### src/rtl/uart_pkg.sv
// Shared UART definitions: receiver state encoding and frame data width.
// Kept separate so the transmitter can adopt the same constants later.
package uart_pkg;

    localparam int UART_DATA_BITS = 8;

    typedef enum logic [2:0] {
        S_IDLE,
        S_START,
        S_DATA,
        S_STOP,
        S_WAIT_HIGH
    } rx_state_t;

endpackage

### src/rtl/sync_2ff.sv
// Two-flop synchroniser for a single asynchronous input bit.
// The reset value is a parameter so idle-high lines do not glitch out of reset.
module sync_2ff #(
    parameter logic RESET_VAL = 1'b1
) (
    input  logic clk,
    input  logic rst,
    input  logic d,
    output logic q
);

    logic meta;

    always_ff @(posedge clk) begin
        if (rst) begin
            meta <= RESET_VAL;
            q    <= RESET_VAL;
        end else begin
            meta <= d;
            q    <= meta;
        end
    end

endmodule

### src/rtl/uart_rx.sv
// 8N1 UART receiver: synchronised rxd, mid-bit sampling, one-cycle
// rx_ready / ferr pulses with the received byte held on rdata.
module uart_rx
    import uart_pkg::*;
#(
    parameter int CLK_PER_HALF_BIT = 434
) (
    input  logic                      clk,
    input  logic                      rst,
    input  logic                      rxd,
    output logic [UART_DATA_BITS-1:0] rdata,
    output logic                      rx_ready,
    output logic                      ferr,
    output logic                      rx_busy
);

    localparam int CNT_W = $clog2(2 * CLK_PER_HALF_BIT);
    localparam int IDX_W = $clog2(UART_DATA_BITS);
    localparam logic [CNT_W-1:0] HALF_END = CNT_W'(CLK_PER_HALF_BIT - 1);
    localparam logic [CNT_W-1:0] BIT_END  = CNT_W'(2 * CLK_PER_HALF_BIT - 1);
    localparam logic [IDX_W-1:0] LAST_IDX = IDX_W'(UART_DATA_BITS - 1);

    rx_state_t                 state;
    logic [CNT_W-1:0]          cnt;
    logic [IDX_W-1:0]          bit_idx;
    logic [UART_DATA_BITS-1:0] shreg;
    logic                      rxs;

    sync_2ff #(
        .RESET_VAL(1'b1)
    ) u_sync (
        .clk(clk),
        .rst(rst),
        .d  (rxd),
        .q  (rxs)
    );

    always_ff @(posedge clk) begin
        if (rst) begin
            state    <= S_IDLE;
            cnt      <= '0;
            bit_idx  <= '0;
            shreg    <= '0;
            rdata    <= '0;
            rx_ready <= 1'b0;
            ferr     <= 1'b0;
            rx_busy  <= 1'b0;
        end else begin
            rx_ready <= 1'b0;
            ferr     <= 1'b0;
            case (state)
                S_IDLE: begin
                    cnt <= '0;
                    if (!rxs) begin
                        state   <= S_START;
                        rx_busy <= 1'b1;
                    end
                end
                // A start bit that is high again at its midpoint was noise.
                S_START: begin
                    if (cnt == HALF_END) begin
                        cnt <= '0;
                        if (rxs) begin
                            state   <= S_IDLE;
                            rx_busy <= 1'b0;
                        end else begin
                            state   <= S_DATA;
                            bit_idx <= '0;
                        end
                    end else begin
                        cnt <= cnt + 1'b1;
                    end
                end
                S_DATA: begin
                    if (cnt == BIT_END) begin
                        cnt     <= '0;
                        shreg   <= {rxs, shreg[UART_DATA_BITS-1:1]};
                        bit_idx <= bit_idx + 1'b1;
                        if (bit_idx == LAST_IDX) begin
                            state <= S_STOP;
                        end
                    end else begin
                        cnt <= cnt + 1'b1;
                    end
                end
                // Leaving at the stop-bit midpoint lets a back-to-back start edge be seen.
                S_STOP: begin
                    if (cnt == BIT_END) begin
                        cnt   <= '0;
                        rdata <= shreg;
                        if (rxs) begin
                            rx_ready <= 1'b1;
                            state    <= S_IDLE;
                            rx_busy  <= 1'b0;
                        end else begin
                            ferr  <= 1'b1;
                            state <= S_WAIT_HIGH;
                        end
                    end else begin
                        cnt <= cnt + 1'b1;
                    end
                end
                S_WAIT_HIGH: begin
                    cnt <= '0;
                    if (rxs) begin
                        state   <= S_IDLE;
                        rx_busy <= 1'b0;
                    end
                end
                default: begin
                    state   <= S_IDLE;
                    cnt     <= '0;
                    rx_busy <= 1'b0;
                end
            endcase
        end
    end

endmodule

### config.mk
export PLATFORM = sky130hd
export DESIGN_NAME = uart_rx
export DESIGN_NICKNAME = d
export VERILOG_FILES = /design/src/rtl/uart_pkg.sv /design/src/rtl/sync_2ff.sv /design/src/rtl/uart_rx.sv
export SDC_FILE = /design/constraint.sdc
export NUM_CORES = 1
export LEC_CHECK = 0
export ABC_AREA = 1
export CAP_MARGIN = 0
export CORE_MARGIN = 4
export CORE_UTILIZATION = 55
export CTS_CLUSTER_DIAMETER = 100
export DETAILED_ROUTE_END_ITERATION = 8
export HOLD_SLACK_MARGIN = 0.03
export PLACE_DENSITY = 0.76
export SLEW_MARGIN = 20
export SYNTH_ARGS = -nofsm -noshare
export SYNTH_HDL_FRONTEND = slang
export SYNTH_SLANG_ARGS = --single-unit
### constraint.sdc
create_clock -name clk -period 2.9 [get_ports clk]
set_input_delay 0.58 -clock clk [delete_from_list [all_inputs] [get_ports clk]]
set_output_delay 0.58 -clock clk [all_outputs]
set_load 0.05 [all_outputs]
======== After elaboration in Yosys (flattened, before gate mapping) ========
Cells that the tools add are included.
operators by class
  $add $sub $neg .......................... 2
  equality and inequality tests ........... 14
  multiplexer cells ....................... 23
  bitwise operators ....................... 3
  reductions and logical operators ........ 9
operators by type and width
  cell                                             count
  two-way mux 3 bit                                10
  two-way mux 10 bit                               2
  case mux 10 bit (2 select lines)                 1
  case mux 3 bit (5 select lines)                  1
  != test 2 bit (second input constant)            6
  adder 10 x 1 -> 10 bit (second input constant)   1
  == test 10 bit (second input constant)           1
  == test 10 x 9 -> 1 bit (second input constant)  1
  AND reduction 4 bit                              2
  == test 3 x 2 -> 1 bit (second input constant)   2
  == test 3 bit (second input constant)            2
  two-way mux 1 bit                                6
  case mux 3 bit (2 select lines)                  1
  AND reduction 6 bit                              1
  case mux 1 bit (5 select lines)                  1
  AND reduction 2 bit                              2
  adder 3 x 1 -> 3 bit (second input constant)     1
  == test 3 x 1 -> 1 bit (second input constant)   1
  logical NOT 3 bit                                1
  inverter 1 bit                                   3
  OR reduction 3 bit                               1
  two-way mux 2 bit                                1
  != test 2 x 1 -> 1 bit (second input constant)   1
  nonzero test 2 bit                               1
  OR reduction 2 bit                               1
storage, ports and cells
  register bits after elaboration ......... 37

======== Longest topological paths before layout ========
  depth after elaboration ................. 4
  depth in mapped cells ................... 10
  mapped depth without buffers ............ 10

======== Cells and area by module ========
Synthesis repeated with hierarchy kept, for this count alone.
second synthesis, totals
  cells, all modules ...................... 226
  area total of the unflattened synthesis .. 1,666.6 um2
by module, submodules not included
  module    times used  cells an instance  area each (um2)  seq. area each (um2)
  uart_rx   1           219                1,607.8          700.7
  sync_2ff  1           7                  58.8             40.0

======== Worst setup path after synthesis ========
No wires, ideal clock.
  kind .................................... input-to-reg
  start ................................... in rst
  end ..................................... reg rdata[0]
  library setup time ...................... 0.070 ns
  arrival time ............................ 1.329 ns
  setup slack ............................. 1.501 ns
  cell stages on the path ................. 5
  path buffers ............................ 2
  cell sequence ........................... clkbuf_1 > inv_1 > clkbuf_1 > o21ai_0 > a21oi_1
RTL lines
  what                    line           RTL
  start: declaration      uart_rx.sv:9   input logic rst,
  end signal: assignment  uart_rx.sv:90  rdata <= shreg;
  end: declaration        uart_rx.sv:11  output logic [UART_DATA_BITS-1:0] rdata,

======== Worst setup path after layout ========
  start ................................... reg rdata[2]
  end ..................................... out rdata[2]
No word-level cell between the ends.

==> impl_metrics.json <==
{
  "avgSynthCellArea_sq_um": 7.70,
  "crit_type": "reg -> out",
  "synthMuxAreaShare_pct": 0,
  "place_congestion": 0.937,
  "die_h_um": 63.9,
  "drv_slew": 0,
  "hold_viol_final": 0,
  "finalSetupTns_ns": 0,
  "p_comb_share_pct": 30.0,
  "postLayoutCellArea_sq_um": 1930,
  "worstMarginPinSlew_ns": 0.536,
  "status": "completed",
  "grt_pass1_vias": 1225,
  "synth_top_family_by_area": "simple AND/OR/NAND/NOR gates",
  "num_rows": 20,
  "synthDistinctLibCells": 28,
  "crit_arrival_ns": 1.51,
  "p_sw_uw": 445,
  "end_kind": "output port",
  "skew_ns": 0.00691,
  "vias": 1357,
  "cp-start-kind": "flop",
  "p_per_area_nw_per_um2": 631,
  "total_power_uw": 1220,
  "power_frac_clock_pct": 23.1,
  "synth_seq_cells": 37,
  "synth_fa_ha_area_share_pct": 2.91,
  "yosys.area_share.simple_pct": 29.4,
  "final.period_utilization_pct": 72.0,
  "cts_setup_buffers": 0,
  "async_flop_share_pct": 0,
  "synth_common_cells": "dfxtp_1 (37), inv_1 (33), nand2_1 (33)",
  "yosys.area.top_type": "dfxtp_1",
  "io_pins": 14,
  "cts_root_buffer": "clkbuf_4",
  "clock-sinks": 37,
  "synth_edf_count": 0,
  "ys_top_cells_by_area": "dfxtp_1 (43%), inv_1 (7.2%), nand2_1 (7.2%), nor2_1 (5.9%), a21oi_1 (5.0%)",
  "crit_family": "buffers and inverters",
  "start_util_pct": 56.7,
  "dieWidth_um": 63.9,
  "crit_path_cell_trace": "clkdlybuf4s50_1",
  "dpl.hpwl_mm": 2.24,
  "drtIter0Drc": 90,
  "p_int_uw": 772,
  "setup_violations": 0,
  "rsz0062_at_grt": "false",
  "worst_hold_slack_ns": 0.439,
  "p_sw_share_pct": 36.6,
  "synth_nets": 230,
  "fmax_mhz": 479,
  "slew-limit-headroom_pct": 64.2,
  "grt-ovfl-total": 0,
  "critPathRequiredTime_ns": 2.32,
  "seq_area_sq_um": 741,
  "ir_drop_mv": 0.305,
  "leakage_uw": 0.000787,
  "port_buffers": 13,
  "synth_xor_area_share_pct": 1.53,
  "ant_nets": 0,
  "layout_min_cycle_time_ns": 2.09,
  "drc_errors": 0,
  "drtPass1Iterations": 4,
  "yosysSeqAreaShare_pct": 43.1,
  "pwr-share-seq_pct": 46.9,
  "grt_max_degree": 21,
  "drt-total-wl_mm": 2.94,
  "syn2layout_area_growth_pct": 12.2,
  "die-area_sq_um": 4080,
  "diodes": 0,
  "placed_area_sq_um": 1870,
  "cpPeakStageDelay_ns": 0.80,
  "synth_area_sq_um": 1720,
  "yosysMostFrequentCell": "dfxtp_1",
  "insertion_delay_ns": 0.35,
  "ys_warn_count": 0,
  "multi_input_area_sq_um": 806,
  "routedWlPerCell_um": 10.4,
  "max-cap-violations": 0,
  "antenna_found_initial": 0,
  "synth_top_cell_area_share_pct": 43.1,
  "viasPerCell": 4.81,
  "grt_usage_pct": 17.0,
  "cts.path.max_buffers": 2,
  "post_cts_resized": 0,
  "worstPathMaxFanout": 2,
  "fillers": 283,
  "cts.clk_slew.worst_paths_ns": 0.10,
  "htreeDepth": 2,
  "synthFlopType": "dfxtp_1",
  "critPathBufInv": 1,
  "cts_buffers": 5,
  "hold_buffers": 0,
  "grt_pass1_wl_mm": 5.30,
  "min_path_type": "reg -> reg",
  "tritoncts": "yes",
  "synth_cells": 223,
  "synth_compound_area_share_pct": 13.1,
  "cpMaxStageDelayCell": "clkdlybuf4s50_1",
  "final_nets": 245,
  "core_area_sq_um": 3030,
  "layout-drive-gt1-share_pct": 16.0
}
-- metrics by stage --
stage | utilization, % | setup WS, ns | cells
global route | 63.7 | 0.746 | 282
floorplan | - | 1.50 | 223
CTS | 63.7 | 0.799 | 282
global placement | 61.7 | 0.905 | 275
detailed placement | 61.7 | 0.868 | 275
finish | 63.7 | 0.812 | 282
-- logic make-up (layout without fill, tap and decap cells) --
family,count (synthesis),in the layout
AOI/OAI and AO/OA,39,39
xor gates and xnor gates,3,3
adders and majority gates,4,4
buffers and inverters,41,56
DFF,37,37
and+or+nand+nor,99,99
-- metal layers --
metal,GRT usage [%],vias to the layer above,wire (um)
met1,21.2,586,1420
li1,-,734,-
met3,6.85,7,174
met4,7.28,0,57
met2,25.5,30,1280
met5,0,-,0
-- path summary, 6_finish.rpt --
check             slack (ns)              startpoint  depth (start not counted)                     to
setup / recovery        0.81   rdata[2]$_SDFFE_PP0P_                          1               rdata[2]
hold / removal          0.44  u_sync.meta$_SDFF_PP1_                          1    u_sync.q$_SDFF_PP1_
setup reg to reg        1.37       cnt[0]$_SDFF_PP0_                          7  shreg[3]$_SDFFE_PP0P_
hold reg to reg         0.44  u_sync.meta$_SDFF_PP1_                          1    u_sync.q$_SDFF_PP1_
-- final cells by class --
cell class                 count  share of cell area [%]
clock inverter                 1                   0.389
tap                           44                    2.86
sequential                    37                    38.4
multi-input combinational    145                    41.8
inverter                      36                    7.14
timing repair buffer          13                    6.75
clock buffer                   6                    2.66
-- power by group through the flow --
| stage | Clock, uW | Sequential (uW) | Combinational [uW] |
|---|---|---|---|
| final | 281 | 571 | 365 |
| after global routing | 311 | 577 | 411 |
| after CTS | 290 | 570 | 364 |
| after detailed placement | 0 | 582 | 363 |
| after global placement | 0 | 582 | 363 |
| after floorplan | 0 | 598 | 273 |
-- cells in the final DEF (no fill, tap or decap) --
master,instances
inv_1,33
or2_2,2
clkbuf_8,1
nand3b_1,1
nand2_2,5
o21ai_2,4
o21ai_0,14
nor3b_2,1
nor4_1,1
dfxtp_1,37
clkinvlp_4,1
nor2_4,2
inv_4,1
nand3_1,9
nand2_4,4
clkbuf_4,5
nand2_1,33
inv_2,2
nor2_1,27
nor3_2,2
nor3_1,5
ha_1,4
a21oi_2,4
clkdlybuf4s50_1,13
xnor2_1,1
a21oi_1,17
xor2_1,2
nand3_2,2
nor2_2,2
nand4_1,3
-- registers in the layout, indices dropped and copies added, names as in the netlist --
signal and flops:
rx_busy 1, u_sync.meta 1, rx_ready 1, rdata 8
bit_idx 3, cnt 10, u_sync.q 1, shreg 8
ferr 1, state 3
Power figures use the tool's default switching activity.
==> edit 1: new RTL, config.mk and constraints unchanged <==
Reset style: asynchronous (`rst`), changed in 2 clocked blocks.
--- a/src/rtl/sync_2ff.sv
+++ b/src/rtl/sync_2ff.sv
@@ -12,5 +12,5 @@
     logic meta;
 
-    always_ff @(posedge clk) begin
+    always_ff @(posedge clk or posedge rst) begin
         if (rst) begin
             meta <= RESET_VAL;
--- a/src/rtl/uart_rx.sv
+++ b/src/rtl/uart_rx.sv
@@ -36,5 +36,5 @@
     );
 
-    always_ff @(posedge clk) begin
+    always_ff @(posedge clk or posedge rst) begin
         if (rst) begin
             state    <= S_IDLE;
Formal check against the unedited RTL: differs if rst is asserted again (counterexample within 4 cycles, from zero or initial values and one cycle with rst high); with rst held inactive, the same outputs for 10 cycles.
==> edit 1 against the original RTL <==
Wire length up 11%. Count of clock-buffer cells in the layout up 2. Worst setup slack worse by 0.026 ns. Clock skew up 0.0083 ns. Final area grew 3.1%. Sequential share of layout area up 8.3 points. Sequential cell count unchanged. Final cell count decreased by 6.0%. Critical path type unchanged. Non-clock buffer count rose by 1. Area after synthesis grew 2.7%. Global-route usage rose by 1.9 points.
Power is not compared: it rests on default switching activity, and its combinational part moved more than twofold at a synthesized area within 25%.
==> edit 1: results (changes against the original RTL) <==
metric	value	unit	change
status	finished clean		unchanged
Fin Hold WS	0.361	ns	was 0.439 ns
port bufs	13		unchanged
synth cell count leaders	nand2_1 (61), dfrtp_1 (35), inv_1 (26)		was dfxtp_1 (37), inv_1 (33), nand2_1 (33)
Num CTS Buffers	5		unchanged
Leakage	1.00	nW	
DRT iter0 DRCs	31		was 90
Hold Path Origin	u_sync.meta$_DFF_PP1_		was u_sync.meta$_SDFF_PP1_
Reg2Reg Depth	6		was 7
CP max-delay cell	clkdlybuf4s50_1		unchanged
Psw	0.182	mW	
ANT cells	0		unchanged
hold path depth	0		was 1
DP Area	1930	µm²	was 1870 µm²
GRT Total Usage	18.8	%	was 17.0%
R2R Path End	rdata[7]$_DFFE_PP0P_		was shreg[3]$_SDFFE_PP0P_
ys async rst share	100	%	was 0%
Synth cell types	23		was 28
worst endpoint data arrival time	1.53	ns	was 1.51 ns
largest net degree at the start of global routing	38		was 21
R2R Setup Slk	1.14	ns	was 1.37 ns
Post-CTS Resized	0		unchanged
Worst Max-Slew Pin Slew	0.510	ns	was 0.536 ns
Mapped Nets	209		was 230
sequential area share after synthesis	52.6	%	was 43.1%
top cell family by delay on the critical path	buffers and inverters		unchanged
antenna violations before repair	0		unchanged
Vias	1321		was 1,357
placed cells	257		was 275
Max Buffers Root-to-Sink	2		unchanged
drt total wl	3260	µm	was 2940 µm
worst r2r src	cnt[0]$_DFF_PP0_		was cnt[0]$_SDFF_PP0_
Worst Hold Class	register to register		unchanged
hold path endpoint	u_sync.q$_DFF_PP1_		was u_sync.q$_SDFF_PP1_
top cells by area, synth	dfrtp_1 (50%), nand2_1 (13%), o21ai_2 (7.4%), inv_1 (5.5%), nor2_1 (5.3%)		was dfxtp_1 (43%), inv_1 (7.2%), nand2_1 (7.2%), nor2_1 (5.9%), a21oi_1 (5.0%)
final instance count without filler cells	265		was 282
Pre-antenna DRT Iters	4		unchanged
global-route wire length before repair	5950	µm	was 5300 µm
Synth Warn #	0		unchanged
H-tree Lvls	2		unchanged
share of cells above drive strength 1	13.1	%	was 16.0%
Top Registers	cnt: 10 flops, rdata: 8 flops, shreg: 8 flops		unchanged
vias in the first global route	1372		was 1,225
Final GP Congestion	0.908		was 0.937
crit-path max cell delay	0.82	ns	was 0.80 ns
nets	227		was 245
CTS Root Cell	clkbuf_4		unchanged
Fillers	276		was 283
hpwl dp	2400	µm	was 2240 µm
Worst Path Max Fanout	2		unchanged
Mapped Avg Cell Area	8.73	µm²	was 7.70 µm²
Worst-Skew Late Latency	0.35	ns	about the same
Clock Skew	0.0152	ns	was 0.00691 ns
==> edit 1: cell count changes after synthesis, sizes merged, moves of 4 or more <==
| cell | unedited run | this run |
|---|---|---|
| a21oi | 21 | 1 |
| nor2 | 31 | 26 |
| dfrtp | 0 | 35 |
| dfxtp | 37 | 0 |
| nand2 | 42 | 64 |
| inv | 36 | 26 |
| nor3 | 7 | 3 |
==> edit 1: cell type report <==
type	instances	area, µm²	area share (%)
flip-flops and latches	37	928	46.7
clock buffers	8	58.8	2.96
inverters	27	101	5.10
well taps	44	55.1	2.77
repair buffers	14	138	6.92
multi-input cells	135	707	35.6
==> edit 1: power groups by stage <==
stage	clock, mW	combinational, mW	sequential [mW]
3_5_place_dp	0	0.0170	0.530
6_report	0.288	0.0163	0.519
5_1_grt	0.314	0.0190	0.520
4_1_cts	0.291	0.0170	0.520
2_1_floorplan	0	0.0100	0.529
3_3_place_gp	0	0.0166	0.529
==> edit 1: worst max-delay path by stage <==
stage                                end            startpoint  slack, ns
floorplan           shreg[0]$_DFFE_PP0P_      cnt[0]$_DFF_PP0_       1.33
global placement    rdata[1]$_DFFE_PP0P_      cnt[0]$_DFF_PP0_       1.19
detailed placement  rdata[7]$_DFFE_PP0P_      cnt[0]$_DFF_PP0_       1.13
CTS                             rdata[1]  rdata[1]$_DFFE_PP0P_       0.77
global route                    rdata[6]  rdata[6]$_DFFE_PP0P_       0.72
finish                          rdata[1]  rdata[1]$_DFFE_PP0P_       0.79
==> edit 1: layer usage <==
metal	track usage (%)	part of all wire, %
met5	0	0
met4	7.39	2.2
met3	5.20	3.7
met2	33.5	54
met1	21.3	40
==> edit 1: kinds of logic after synthesis <==
logic type | synth area share [%]
buf+inv | 7.30
compound gates | 9.57
fa+ha+maj | 2.84
flops | 52.6
simple gates | 25.7
xor+xnor | 1.99
==> edit 2: new RTL, same flow settings <==
Made on the original files. `RESET_VAL` is set to 1'b1 in 2 places; all go to 1'b0.
--- a/src/rtl/sync_2ff.sv
+++ b/src/rtl/sync_2ff.sv
@@ -2,5 +2,5 @@
 // The reset value is a parameter so idle-high lines do not glitch out of reset.
 module sync_2ff #(
-    parameter logic RESET_VAL = 1'b1
+    parameter logic RESET_VAL = 1'b0
 ) (
     input  logic clk,
--- a/src/rtl/uart_rx.sv
+++ b/src/rtl/uart_rx.sv
@@ -28,5 +28,5 @@
 
     sync_2ff #(
-        .RESET_VAL(1'b1)
+        .RESET_VAL(1'b0)
     ) u_sync (
         .clk(clk),
Function: changed (a bounded check fails within 4 cycles, from zero or initial values and one cycle with rst high).
==> edit 2 against the original RTL <==
Sequential cell count stayed put. Area after synthesis increased by 0.15%. Global-route usage grew 0.11 points. Fmax hardly changed. Final area is 2.4% higher. Wire length grew 5.4%. Power up 14%. Register-to-register slack lost 0.05 ns. Worst setup slack lost 0.0014 ns. Critical endpoint is now rdata[1]. Largest power group unchanged. Highest routed layer unchanged.
==> edit 2: results (changes against the original RTL) <==
metric	value	unit	change
nonclk inv count	38		was 36
Fin Hold WS	0.418	ns	was 0.439 ns
multi-input logic area	801	µm²	was 806 µm²
Final GP Congestion	0.914		was 0.937
hold path depth	2		was 1
Worst VDD drop	0.302	mV	was 0.305 mV
Slew headroom	60.5	%	was 64.2%
top cells by area, synth	dfxtp_1 (43%), inv_1 (7.6%), nand2_1 (7.2%), nor2_1 (6.3%), a21oi_1 (4.9%)		was dfxtp_1 (43%), inv_1 (7.2%), nand2_1 (7.2%), nor2_1 (5.9%), a21oi_1 (5.0%)
Fillers	279		was 283
Post-Place Worst Slack	0.873	ns	was 0.868 ns
share of cells above drive strength 1	15.4	%	was 16.0%
drt total wl	3090	µm	was 2940 µm
drt via density	4.80		was 4.81
R2R Path End	bit_idx[2]$_SDFFE_PP0P_		was shreg[3]$_SDFFE_PP0P_
status	finished clean		unchanged
compound-cell area share of the yosys netlist	13.1	%	about the same
Hold Path Origin	u_sync.meta$_SDFF_PP0_		was u_sync.meta$_SDFF_PP1_
sequential cell power	0.575	mW	was 0.571 mW
clock buf count	5		was 6
DRT iter0 DRCs	80		was 90
wire length on met1	1580	µm	was 1420 µm
GRT Total Usage	17.1	%	was 17.0%
DP Area	1870	µm²	about the same
Pwr Density	704	nW/µm²	was 631 nW/µm²
placed cells	277		was 275
Pre-antenna DRT Iters	5		was 4
Vias	1369		was 1,357
Layout area overhead	14.8	%	was 12.2%
GR Util met1	22.1	%	was 21.2%
global-route wire length before repair	5330	µm	was 5300 µm
xor/xnor share of the synthesized area	1.53	%	about the same
hpwl dp	2200	µm	was 2240 µm
met2 Use GR	24.6	%	was 25.5%
synth cell count leaders	dfxtp_1 (37), inv_1 (35), nand2_1 (33)		was dfxtp_1 (37), inv_1 (33), nand2_1 (33)
adder-cell share of the synthesized area	2.91	%	about the same
met3 Use GR	4.22	%	was 6.85%
nets	247		was 245
hold path endpoint	u_sync.q$_SDFF_PP0_		was u_sync.q$_SDFF_PP1_
vias in the first global route	1235		was 1,225
metal2 WL	1310	µm	was 1280 µm
Internal	0.927	mW	was 0.772 mW
-- edit 2: cell count changes in the layout (fill, tap and decap cells not counted), sizes merged --
cell,unedited run,this run
bufinv,0,2
clkbuf,6,5
clkinv,0,1
clkinvlp,1,0
inv,36,38
nor2,31,33
or2,2,0
-- edit 2: tightest hold or removal path, stage by stage, from the launching register on --
cell,delay (ns)
dfxtp_1,0.32
inv_1,0.04
nor2_1,0.03
-- edit 2: how the worst max path moves through the flow --
| stage | startpoint | end | slack, ns |
|---|---|---|---|
| after floorplan | rst | rdata[0]$_SDFFE_PP0P_ | 1.49 |
| after global placement | rst | rdata[6]$_SDFFE_PP0P_ | 0.91 |
| after detailed placement | rst | rdata[6]$_SDFFE_PP0P_ | 0.87 |
| after CTS | rdata[7]$_SDFFE_PP0P_ | rdata[7] | 0.80 |
| after global routing | ferr$_SDFF_PP0_ | ferr | 0.76 |
| final | rdata[1]$_SDFFE_PP0P_ | rdata[1] | 0.81 |
